==> config.mk <==
export PLATFORM = sky130hd
export DESIGN_NAME = alu_result_display
export DESIGN_NICKNAME = d
export VERILOG_FILES = /design/src/rtl/alu_display_pkg.sv /design/src/rtl/alu_bin2bcd.sv /design/src/rtl/alu_result_display.sv
export SDC_FILE = /design/constraint.sdc
export NUM_CORES = 1
export LEC_CHECK = 0
export CAP_MARGIN = 20
export CORE_AREA = 2 2 80 82
export CTS_CLUSTER_DIAMETER = 60
export DETAILED_ROUTE_END_ITERATION = 8
export DIE_AREA = 0 0 82 84
export PLACE_DENSITY = 0.76
export SETUP_SLACK_MARGIN = 0.05
export SYNTH_ARGS = -nofsm -noshare
export SYNTH_HDL_FRONTEND = slang
export SYNTH_HIERARCHICAL = 1
export SYNTH_SLANG_ARGS = --single-unit
==> constraint.sdc <==
create_clock -name clk -period 2.9 [get_ports clk]
set_input_delay 0.58 -clock clk [delete_from_list [all_inputs] [get_ports clk]]
set_output_delay 0.58 -clock clk [all_outputs]
set_load 0.1 [all_outputs]
==> src/rtl/alu_display_pkg.sv <==
// alu_display_pkg
// Shared definitions for the ALU result display block:
//   - state_e      : conversion FSM states (IDLE, CONVERT, DONE)
//   - SEG_*        : active-low 7-segment patterns {g,f,e,d,c,b,a}
//   - NUM_DIGITS   : number of multiplexed display digits
//   - seg_decode() : BCD nibble to segment pattern, blank for 10..15
package alu_display_pkg;

  localparam int NUM_DIGITS = 4;

  typedef enum logic [1:0] {
    ST_IDLE    = 2'd0,
    ST_CONVERT = 2'd1,
    ST_DONE    = 2'd2
  } state_e;

  localparam logic [6:0] SEG_0     = 7'h40;
  localparam logic [6:0] SEG_1     = 7'h79;
  localparam logic [6:0] SEG_2     = 7'h24;
  localparam logic [6:0] SEG_3     = 7'h30;
  localparam logic [6:0] SEG_4     = 7'h19;
  localparam logic [6:0] SEG_5     = 7'h12;
  localparam logic [6:0] SEG_6     = 7'h02;
  localparam logic [6:0] SEG_7     = 7'h78;
  localparam logic [6:0] SEG_8     = 7'h00;
  localparam logic [6:0] SEG_9     = 7'h10;
  localparam logic [6:0] SEG_BLANK = 7'h7F;

  function automatic logic [6:0] seg_decode(input logic [3:0] digit);
    logic [6:0] pattern;
    case (digit)
      4'd0:    pattern = SEG_0;
      4'd1:    pattern = SEG_1;
      4'd2:    pattern = SEG_2;
      4'd3:    pattern = SEG_3;
      4'd4:    pattern = SEG_4;
      4'd5:    pattern = SEG_5;
      4'd6:    pattern = SEG_6;
      4'd7:    pattern = SEG_7;
      4'd8:    pattern = SEG_8;
      4'd9:    pattern = SEG_9;
      default: pattern = SEG_BLANK;
    endcase
    return pattern;
  endfunction

endpackage

==> src/rtl/alu_bin2bcd.sv <==
// alu_bin2bcd
// Sequential double-dabble (shift-add-3) converter, one bit per cycle.
// Ports:
//   clk, rst_n : clock, synchronous active-low reset
//   start      : load bin and begin a conversion (ignored state is overwritten)
//   bin        : unsigned binary input, WIDTH bits (1..13)
//   done       : high during the cycle whose edge performs the last shift
//   bcd        : 4-digit BCD result, valid from the edge after done
module alu_bin2bcd #(
  parameter int WIDTH = 4
) (
  input  logic             clk,
  input  logic             rst_n,
  input  logic             start,
  input  logic [WIDTH-1:0] bin,
  output logic             done,
  output logic [15:0]      bcd
);

  localparam int CW = (WIDTH > 1) ? $clog2(WIDTH) : 1;

  logic [WIDTH-1:0] bin_q;
  logic [CW-1:0]    cnt;
  logic             busy;
  logic [11:0]      adj;

  // Only the lower three digits ever need the +3 correction: with results
  // capped at 8191 the thousands digit is at most 4 before the final shift.
  always_comb begin
    adj = '0;
    for (int i = 0; i < 3; i++) begin
      adj[4*i +: 4] = (bcd[4*i +: 4] >= 4'd5) ? (bcd[4*i +: 4] + 4'd3)
                                               : bcd[4*i +: 4];
    end
  end

  assign done = busy && (cnt == CW'(WIDTH - 1));

  always_ff @(posedge clk) begin
    if (!rst_n) begin
      bin_q <= '0;
      bcd   <= '0;
      cnt   <= '0;
      busy  <= 1'b0;
    end else if (start) begin
      bin_q <= bin;
      bcd   <= '0;
      cnt   <= '0;
      busy  <= 1'b1;
    end else if (busy) begin
      bcd   <= {bcd[14:12], adj, bin_q[WIDTH-1]};
      bin_q <= bin_q << 1;
      cnt   <= cnt + 1'b1;
      if (done) busy <= 1'b0;
    end
  end

endmodule

==> src/rtl/alu_result_display.sv <==
// alu_result_display
// Captures an ALU result and its Z/Cout flags, converts the result to BCD
// and shows it on a 4-digit multiplexed active-low 7-segment display.
// Ports:
//   clk, rst_n         : clock, synchronous active-low reset
//   in_valid, in_ready : capture handshake
//   alu_result         : unsigned result, WIDTH bits (1..13)
//   alu_z, alu_cout    : ALU flags
//   seg                : segments {g,f,e,d,c,b,a}, active-low
//   an                 : digit anodes, active-low one-hot, an[0] = units
//   led_z, led_cout    : flags of the result currently displayed
// Parameters: WIDTH (1..13), REFRESH_DIV (>=2 cycles per digit).
// Build option: define LEADING_ZERO_BLANK_EN to blank leading zero digits.
module alu_result_display
  import alu_display_pkg::*;
#(
  parameter int WIDTH       = 4,
  parameter int REFRESH_DIV = 100000
) (
  input  logic             clk,
  input  logic             rst_n,
  input  logic             in_valid,
  output logic             in_ready,
  input  logic [WIDTH-1:0] alu_result,
  input  logic             alu_z,
  input  logic             alu_cout,
  output logic [6:0]       seg,
  output logic [3:0]       an,
  output logic             led_z,
  output logic             led_cout
);

  localparam int SCAN_W = $clog2(REFRESH_DIV);
  localparam int IDX_W  = $clog2(NUM_DIGITS);

  state_e            state;
  logic              capture;
  logic              z_q;
  logic              cout_q;
  logic [15:0]       disp;
  logic              eng_done;
  logic [15:0]       eng_bcd;
  logic [SCAN_W-1:0] scan_cnt;
  logic [IDX_W-1:0]  idx;
  logic              active;
  logic [3:0]        nib;
  logic              blank;

  // Handshake: a capture happens on any edge where in_valid && in_ready.
  // in_ready is high only in IDLE; in_valid while busy is simply ignored,
  // and the source is expected to hold in_valid until it sees in_ready.
  assign in_ready = (state == ST_IDLE);
  assign capture  = in_valid && in_ready;

  alu_bin2bcd #(.WIDTH(WIDTH)) u_bin2bcd (
    .clk   (clk),
    .rst_n (rst_n),
    .start (capture),
    .bin   (alu_result),
    .done  (eng_done),
    .bcd   (eng_bcd)
  );

  // Flags are held aside during conversion so digits and LEDs change together.
  always_ff @(posedge clk) begin
    if (!rst_n) begin
      state    <= ST_IDLE;
      z_q      <= 1'b0;
      cout_q   <= 1'b0;
      disp     <= '0;
      led_z    <= 1'b0;
      led_cout <= 1'b0;
    end else begin
      case (state)
        ST_IDLE: begin
          if (capture) begin
            state  <= ST_CONVERT;
            z_q    <= alu_z;
            cout_q <= alu_cout;
          end
        end
        ST_CONVERT: begin
          if (eng_done) state <= ST_DONE;
        end
        ST_DONE: begin
          disp     <= eng_bcd;
          led_z    <= z_q;
          led_cout <= cout_q;
          state    <= ST_IDLE;
        end
        default: state <= ST_IDLE;
      endcase
    end
  end

  // Free-running digit scan. 'active' keeps the display dark while in reset
  // and lights digit 0 from the first edge after release.
  always_ff @(posedge clk) begin
    if (!rst_n) begin
      scan_cnt <= '0;
      idx      <= '0;
      active   <= 1'b0;
    end else begin
      active <= 1'b1;
      if (scan_cnt == SCAN_W'(REFRESH_DIV - 1)) begin
        scan_cnt <= '0;
        idx      <= idx + 1'b1;
      end else begin
        scan_cnt <= scan_cnt + 1'b1;
      end
    end
  end

  always_comb begin
    nib   = disp[{idx, 2'b00} +: 4];
    blank = 1'b0;
`ifdef LEADING_ZERO_BLANK_EN
    // A digit is blank when it and every higher digit is zero.
    case (idx)
      2'd3:    blank = (disp[15:12] == 4'd0);
      2'd2:    blank = (disp[15:8]  == 8'd0);
      2'd1:    blank = (disp[15:4]  == 12'd0);
      default: blank = 1'b0;
    endcase
`else
    blank = 1'b0;
`endif
    if (!active) begin
      seg = SEG_BLANK;
      an  = 4'hF;
    end else begin
      seg = blank ? SEG_BLANK : seg_decode(nib);
      an  = ~(4'b0001 << idx);
    end
  end

endmodule

==> results.txt, run 1 <==
- Clock tree synthesis inserted a total of 9 buffers.
* Commonest non-fill, non-tap cell in the layout: sky130_fd_sc_hd__dfxtp_1
* HP Start: disp[8]$_SDFFE_PN0N_
- Register bit count reported by yosys: 65
* Dominant synthesized flop cell: sky130_fd_sc_hd__dfxtp_1
- Number of filler instances in the final layout: 550
- Layout cell share with drive strength beyond 1: 13.9%
* Area enclosed by the die boundary: 0.00689 sq mm
- Smallest hold slack: 450 ps
- The initialized floorplan defines 29 standard-cell rows.
- After detailed routing, the number of remaining DRC violations is 0.
- Synthesis produced a netlist with a net count of around 400.
* Async S/R FF share, synth: 0%
* Type of the worst setup path: reg2out
* Root buffer cell: sky130_fd_sc_hd__clkbuf_8
- Dividing total power by cell area gives a power density of 523 mW/mm^2.
* Die span in y: 84 um
- The pre-antenna-repair detailed-routing pass consisted of 5 iterations.
- The worst setup path is launched from a register.
- In the final layout, the multi-input gates occupy 0.00175 sq mm.
- Setup violations remaining at the end of the flow were counted as 0.
* CP max stage delay: approximately 560 ps
* Data arrival time of the worst path: 2180 ps
- Tracing the worst setup path back leads to its startpoint at idx[0]$_SDFFE_PN0N_.
- Worst clock skew: between 10 and 15 ps
- Post-synthesis area per instance: 8.59 sq um
* H-Tree Depth: 3
- Across the run, the number of max-cap violations was 0.
* Number of vias per cell: 5.48
- In this run the cell area of the synthesized design comes to roughly 0.0032 sq mm.
* Hold Fails Final Rpt: 0
* Remaining global-route overflow: 0
* Worst rel slew slack: 54.9%
- Initial drt markers: around 220
- After clock tree synthesis, the clock-pin slew on the worst setup and hold paths is 70 ps.
* Detail Placement HPWL: 4200 um
- Overall power consumption after layout is estimated at 1.96 mW.
- I/O Buffers: 22
- The number of placed instances, taps included, is between 400 and 500.
* Max VDD drop: 0.394 mV
* Critical path's slowest cell: sky130_fd_sc_hd__mux4_2
- Setup repair after global routing missed its margin: yes
- Global-route usage over all layers: 20.0%
* Fraction of the cycle the final worst path needs: a little over nine tenths
- Traced cell by cell, the critical path runs through mux4_2 -> inv_2 -> ha_1 -> inv_1 -> or2_0 -> o21ai_2 -> buf_12.
* Antenna Nets Post-Route: 0
* Lkg Pwr: about 1.3 nW
- The clock passes through at most 2 buffers.
- Number of antenna violations at the first check in global routing: 0
* Area taken by flip-flops and latches: roughly 0.0013 sq mm
- Transition time at the pin with the least slew margin: 676 ps
* Boundary Pins: 23
- Via count: 2596
* Final max-slew violation count: 0
* Family with the most delay on the worst path: multiplexers
- Post-layout minimum cycle time: 2760 ps
- RD Place Congestion: 0.810
- Number of diodes added for antenna fixing: 0
- Entering global routing, the biggest net connects 43 pins.
- Number of library cell types mapped by synthesis: 54
* Wirelength, routed: 6230 um
* CTS sink cnt: 65
- Most frequent cells in the layout: 64 x sky130_fd_sc_hd__dfxtp_1, 58 x sky130_fd_sc_hd__nand2_1, 39 x sky130_fd_sc_hd__a21oi_1
* Post-DR wirelength/cell: 13.1 um
* Core region area: 0.00610 sq mm
- Initial standard-cell utilization of the core: a little over half
- The run finished with clean final reports.
- For this run, the register share of the synthesized area comes to 40.8%.
- Layout overhead on the synthesized area: 17.6%
* Count of buffering cells on the critical path with inverters included: 3
- Worst setup EP type: output port
* Wire length of the first global-routing pass: 10700 um
* Worst skew pair latency: approximately 340 ps
* Die width: roughly 80 um
- Of all nets on the critical path, the largest fanout is 7.
* Gate Count Post-Synth: around 370
- TritonCTS clock tree: yes
- Reg-to-reg critical path startpoint: scan_cnt[0]$_SDFF_PP0_
- Total number of nets in the final design: around 420
- The number of global-route vias before repair was around 2300.
* Number of standard cells in the layout, taps in and fillers out: ~470
- Data required time at the worst endpoint: roughly 2300 ps
- Path category of the worst min-delay check: reg2reg
- For this run, the top clock speed supported by timing is 363 MHz.
* Count of flip-flops with a built-in enable after synthesis: 0
- Yosys Warn Count: 6
==> metrics by stage <==
step                util [%]  setup slack (ps)  setup TNS [ps]  area, sq um
floorplan                  -              -379            -669         3200
global placement        57.6               474               0         3510
detailed placement      57.6               422               0         3510
CTS                     61.3              86.4               0         3740
global route            61.5              43.1               0         3750
finish                  61.5               142               0         3750
==> worst reg2reg max path, stage by stage (launching register included) <==
cell,delay (ps)
sky130_fd_sc_hd__dfxtp_1,350
sky130_fd_sc_hd__ha_1,220
sky130_fd_sc_hd__and4_1,330
sky130_fd_sc_hd__nand4_1,280
sky130_fd_sc_hd__nand2_1,500
sky130_fd_sc_hd__nor2_1,100
==> layout make-up <==
| class | instances | area share [%] |
|---|---|---|
| repair buffers | 28 | 8.48 |
| clock inverters | 2 | 1.60 |
| clock buffers | 14 | 4.34 |
| multi-input cells | 273 | 46.7 |
| inverters | 15 | 1.50 |
| flip-flops and latches | 65 | 34.8 |
| well taps | 77 | 2.57 |
==> cells by family (layout without fill, tap and decap cells) <==
| group | count (synthesis) | count (layout) | synth area share, % |
|---|---|---|---|
| muxes | 15 | 15 | 6.28 |
| buffers and inverters | 33 | 59 | 4.75 |
| adders and majority gates | 17 | 17 | 6.68 |
| and+or+nand+nor | 151 | 151 | 24.6 |
| DFF | 65 | 65 | 40.8 |
| xor gates and xnor gates | 13 | 13 | 3.57 |
| AOI/OAI and AO/OA | 77 | 77 | 13.2 |
==> final timing paths <==
| path | to | slack (ps) | cells after the start |
|---|---|---|---|
| max | seg[2] | 140 | 7 |
| min | disp[8]$_SDFFE_PN0N_ | 450 | 2 |
| max reg2reg | scan_cnt[3]$_SDFF_PP0_ | 980 | 5 |
| min reg2reg | disp[8]$_SDFFE_PN0N_ | 450 | 2 |
==> registers in the layout, summed over array words and instances, names as in the netlist <==
signal           cells
u_bin2bcd/bin_q      4
u_bin2bcd/busy       1
z_q                  1
active               1
led_cout             1
led_z                1
u_bin2bcd/bcd       16
idx                  2
u_bin2bcd/cnt        2
state                2
scan_cnt            17
disp                16
cout_q               1
==> cells in the mapped netlist, types with 2 or more instances <==
library cell | number | share of area [%]
sky130_fd_sc_hd__a21oi_1 | 39 | 6.1
sky130_fd_sc_hd__a31oi_1 | 2 | 0.39
sky130_fd_sc_hd__and2_1 | 7 | 1.4
sky130_fd_sc_hd__and3_1 | 3 | 0.59
sky130_fd_sc_hd__buf_2 | 7 | 1.1
sky130_fd_sc_hd__buf_6 | 2 | 0.71
sky130_fd_sc_hd__clkbuf_1 | 7 | 0.82
sky130_fd_sc_hd__dfxtp_1 | 65 | 41
sky130_fd_sc_hd__ha_1 | 17 | 6.7
sky130_fd_sc_hd__inv_1 | 14 | 1.6
sky130_fd_sc_hd__mux2i_1 | 11 | 3.5
sky130_fd_sc_hd__mux4_2 | 4 | 2.8
sky130_fd_sc_hd__nand2_1 | 58 | 6.8
sky130_fd_sc_hd__nand2b_1 | 4 | 0.79
sky130_fd_sc_hd__nand3_1 | 7 | 1.1
sky130_fd_sc_hd__nand4_1 | 12 | 2.4
sky130_fd_sc_hd__nor2_1 | 24 | 2.8
sky130_fd_sc_hd__nor2b_1 | 5 | 0.98
sky130_fd_sc_hd__nor3_1 | 4 | 0.63
sky130_fd_sc_hd__nor3b_1 | 3 | 0.71
sky130_fd_sc_hd__o21ai_0 | 18 | 2.8
sky130_fd_sc_hd__o21ai_1 | 7 | 1.1
sky130_fd_sc_hd__o311ai_1 | 3 | 0.82
sky130_fd_sc_hd__o31ai_1 | 2 | 0.47
sky130_fd_sc_hd__or2_0 | 2 | 0.39
sky130_fd_sc_hd__or3_1 | 3 | 0.59
sky130_fd_sc_hd__or4b_1 | 3 | 0.94
sky130_fd_sc_hd__xnor2_1 | 3 | 0.82
sky130_fd_sc_hd__xor2_1 | 10 | 2.7
==> timing repair <==
action	in CTS	in global routing
setup buffers	0	1
cloned	0	0
hold buffers	0	0
setup endpoints to repair	2	3
resized for setup	1	1
pin swaps	0	0
==> layer usage <==
| layer | GRT usage, % | vias to the layer above | share of wire [%] |
|---|---|---|---|
| met5 | 0 | - | 0 |
| met4 | 7.88 | 0 | 1.5 |
| met3 | 5.63 | 9 | 4.2 |
| met2 | 30.0 | 59 | 47 |
| met1 | 27.0 | 1194 | 47 |
| li1 | - | 1334 | - |
==> report_power, final <==
group	internal [mW]	total, mW	switching (mW)
clock network	0.533	0.863	0.330
logic	0.0648	0.175	0.110
registers	0.908	0.923	0.0146
No activity file was read; power rests on OpenSTA's default activity.
==> run 2: changes to the inputs <==
==> constraint.sdc (replaced) <==
create_clock -name clk -period 3.56 [get_ports clk]
set_input_delay 0.712 -clock clk [delete_from_list [all_inputs] [get_ports clk]]
set_output_delay 0.712 -clock clk [all_outputs]
set_load 0.1 [all_outputs]
==> run 2 against run 1 <==
Compared with the run above:
- hold slack lost 6.8 ps
- final cell count down 0.42%
- clock-buffer cell count decreased by 3
==> results.txt, run 2 (synthesis results as in run 1) <==
* Antenna Nets Post-Route: 0 (unchanged)
- Wirelength, routed: 5960 um (was 6230 um)
- The number of standard cells in the layout, taps in and fillers out was 472 (was 474).
- The cell with the largest stage delay on the worst path is sky130_fd_sc_hd__mux4_2 (unchanged).
- Post-layout minimum cycle time: 3130 ps
- Via count: 2546 (was 2596)
* Pwr Total: 1.48 mW (was 1.96 mW)
- The last element of the critical path is seg[2] (unchanged).
- The die boundary width was 82 um (unchanged).
- Final Cell Area: 0.00363 sq mm (was 0.00375 sq mm)
- CTS sink cnt: 65 (unchanged)
* Number of search-and-repair iterations in the first detailed-routing pass: 4 (was 5)
- The quantity of hold-fixing buffers added after cts was 0 (unchanged).
* I/O Buffers: 22 (unchanged)
- Worst clock skew: 9.90 ps (was 10.1 ps)
- Highest clock frequency the design can meet: approximately 320 MHz
- Worst rel slew slack: 35.0% (was 54.9%)
- The register-to-register setup slack came to 1590 ps (was 980 ps).
* Data arrival time of the worst path: 2420 ps (was 2180 ps)
- Data required time at the worst endpoint: 2850 ps (was 2320 ps)
* Detail Placement HPWL: 4200 um (about the same)
- Worst skew pair latency: 340 ps (about the same)
* Flip-flop count of the largest register after layout: 17 (unchanged)
* Final sum of negative setup slack: 0 ps (unchanged)
* Most frequent cells in the layout: 65 x sky130_fd_sc_hd__dfxtp_1, 58 x sky130_fd_sc_hd__nand2_1, 39 x sky130_fd_sc_hd__a21oi_1 (was 64 x sky130_fd_sc_hd__dfxtp_1, 58 x sky130_fd_sc_hd__nand2_1, 39 x sky130_fd_sc_hd__a21oi_1)
- Number of post-CTS setup repair buffers: 0 (unchanged)
- The die height is 84 um (unchanged).
* Layout cell share with drive strength beyond 1: 11.6% (was 13.9%)
- The category of cells accounting for the largest share of critical-path delay is multiplexers (unchanged).
* Hold Fails Final Rpt: 0 (unchanged)
* Critical R2R Capture: u_bin2bcd/bcd[1]$_SDFFE_PP0P_ (was scan_cnt[3]$_SDFF_PP0_)
- The origin of the worst min-delay path is scan_cnt[0]$_SDFF_PP0_ (was disp[8]$_SDFFE_PN0N_).
- Biggest registers after layout: scan_cnt x17, disp x16, u_bin2bcd/bcd x16 (unchanged)
- The number of buffers added by the clock tree synthesis step came to 9 (unchanged).
- The reg-to-reg critical path startpoint was state[1]$_SDFFE_PN0P_ (was scan_cnt[0]$_SDFF_PP0_).
* Max-Cap Viols: 0 (unchanged)
* Number of diodes added for antenna fixing: 0 (unchanged)
- The final-report max-slew violation count came to 0 (unchanged).
- Number of placement rows: 29 (unchanged)
- The post-placement cell count is 455 (was 457).
- Commonest non-fill, non-tap cell in the layout: sky130_fd_sc_hd__dfxtp_1 (unchanged)
- Number of antenna violations at the first check in global routing: 0 (unchanged)
* Max VDD drop: 0.268 mV (was 0.394 mV)
- Clock slew at reported path FFs: 80 ps (was 70 ps)
- Setup repair after global routing missed its margin: no (was yes)
- The largest net degree at the start of global routing came to 32 (was 43).
- The top fanout value on the critical path came to 7 (unchanged).
- The initial core utilization came to 52.3% (unchanged).
* Area post-placement: 0.00344 sq mm (was 0.00351 sq mm)
- Core region area: 0.00610 sq mm (unchanged)
- Initial drt markers: 123 (was 218)
- The overall track demand over capacity in global routing was 19.6% (was 20.0%).
- The DRC violation count after routing came to 0 (unchanged).
* Lkg Pwr: 1.29 nW (was 1.34 nW)
- Layout overhead on the synthesized area: 14.0% (was 17.6%)
* Via count of the first global-routing pass: 2351 (was 2326)
- Pwr Density: 408 mW/mm^2 (was 523 mW/mm^2)
- The launch point of the worst path is idx[0]$_SDFFE_PN0N_ (unchanged).
* # setup viols final: 0 (unchanged)
- Cells resized by post-CTS repair: 0 (was 1)
- Smallest hold slack: 443 ps (was 450 ps)
- Critical-path cell list: mux4_2 -> inv_1 -> ha_1 -> inv_1 -> or2_0 -> o21ai_1 -> buf_12 (was mux4_2 -> inv_2 -> ha_1 -> inv_1 -> or2_0 -> o21ai_2 -> buf_12)
- Number of filler instances in the final layout: 529 (was 550)
- Type of the worst setup path: reg2out (unchanged)
- The total die area came to 0.00689 sq mm (unchanged).
* Dominant cell type by count on the critical path: sky130_fd_sc_hd__inv_1
- The clock tree from TritonCTS is yes (unchanged).
- Number of cell instances on the worst register-to-register path: 5 (unchanged)
* Wire length of the first global-routing pass: 10600 um (was 10700 um)
* Deepest clock path buffer count: 2 (unchanged)
- The final net count was 416 (was 418).
- The transition at the pin with the smallest max-transition slack was 971 ps (was 676 ps).
- Fraction of the cycle the final worst path needs: 88.1%
* Post-DR wirelength/cell: 12.6 um (was 13.1 um)
- Root buffer cell: sky130_fd_sc_hd__clkbuf_8 (unchanged)
- The number of ports placed on the die boundary was 23 (unchanged).
- The ratio of routed vias to standard cells came to 5.39 (was 5.48).
- The aggregate global routing overflow came to 0 (unchanged).
- The launching element type of the critical path is a register (unchanged).
- The weighted congestion at the end of routability-driven global placement came to 0.755 (was 0.810).
- The kind of end point of the critical path is an output port (unchanged).
- Largest register by flop count: scan_cnt (unchanged)
- The critical path depth in cells was 7 (unchanged).
- The type of the worst min-delay path is reg2reg (unchanged).
- Outcome: complete, no violations (unchanged).
- The buffers plus inverters on the worst setup path is 3 (unchanged).
- The delay of the slowest cell on the worst path is 600 ps (was 560 ps).
* H-Tree Depth: 3 (unchanged)
## run 2: worst min path at each step
stage | slack, ps | end | cells after the start
6_report | 440 | scan_cnt[0]$_SDFF_PP0_ | 1
5_1_grt | 470 | scan_cnt[0]$_SDFF_PP0_ | 1
4_1_cts | 440 | scan_cnt[0]$_SDFF_PP0_ | 1
3_5_place_dp | 430 | scan_cnt[0]$_SDFF_PP0_ | 1
3_3_place_gp | 420 | scan_cnt[0]$_SDFF_PP0_ | 1
2_1_floorplan | 410 | scan_cnt[0]$_SDFF_PP0_ | 1
## run 2: per-stage QoR
step                      setup slack, ps  util (%)
after global placement                841      56.4
after CTS                             383      59.5
final                                 425      59.6
after global routing                  287      59.6
after floorplan                      2.03         -
after detailed placement              747      56.4
## run 2: area by class of cell
class / count / area [sq um] / share of cell area (%)
multi-input combinational: 273 / 1730 / 47.7
sequential: 65 / 1300 / 35.8
timing repair buffer: 26 / 258 / 7.10
clock buffer: 11 / 131 / 3.62
tap: 77 / 96.3 / 2.65
clock inverter: 5 / 56.3 / 1.55
inverter: 15 / 56.3 / 1.55
## run 2: metal layers
metal	GRT usage (%)	wire (um)	part of all wire (%)	vias up
met5	0	0	0	-
met4	6.82	89	1.5	0
met3	5.30	234	3.9	7
met2	30.4	2800	47	43
met1	26.1	2840	48	1172
li1	-	-	-	1324
## run 2: worst reg2reg max path, stage by stage, from the launching register on
cell                       delay (ps)
sky130_fd_sc_hd__dfxtp_1          380
sky130_fd_sc_hd__nor2_1            90
sky130_fd_sc_hd__and2_1           320
sky130_fd_sc_hd__nand2b_2         430
sky130_fd_sc_hd__or4b_1           570
sky130_fd_sc_hd__o311ai_1          90
## run 2: power breakdown
group          internal, mW  total (mW)  switching (mW)
combinational        0.0468       0.127          0.0805
clock                 0.323       0.595           0.272
sequential            0.741       0.759          0.0182
total                  1.11        1.48           0.371
==> run 3: changes to the inputs <==
--- a/config.mk
+++ b/config.mk
@@ -16,3 +16,4 @@
 export SYNTH_HDL_FRONTEND = slang
 export SYNTH_HIERARCHICAL = 1
 export SYNTH_SLANG_ARGS = --single-unit
+export TNS_END_PERCENT = 1
==> results of run 3 <==
Same layout as run 2: the final DEF is identical, and so are final timing and power.
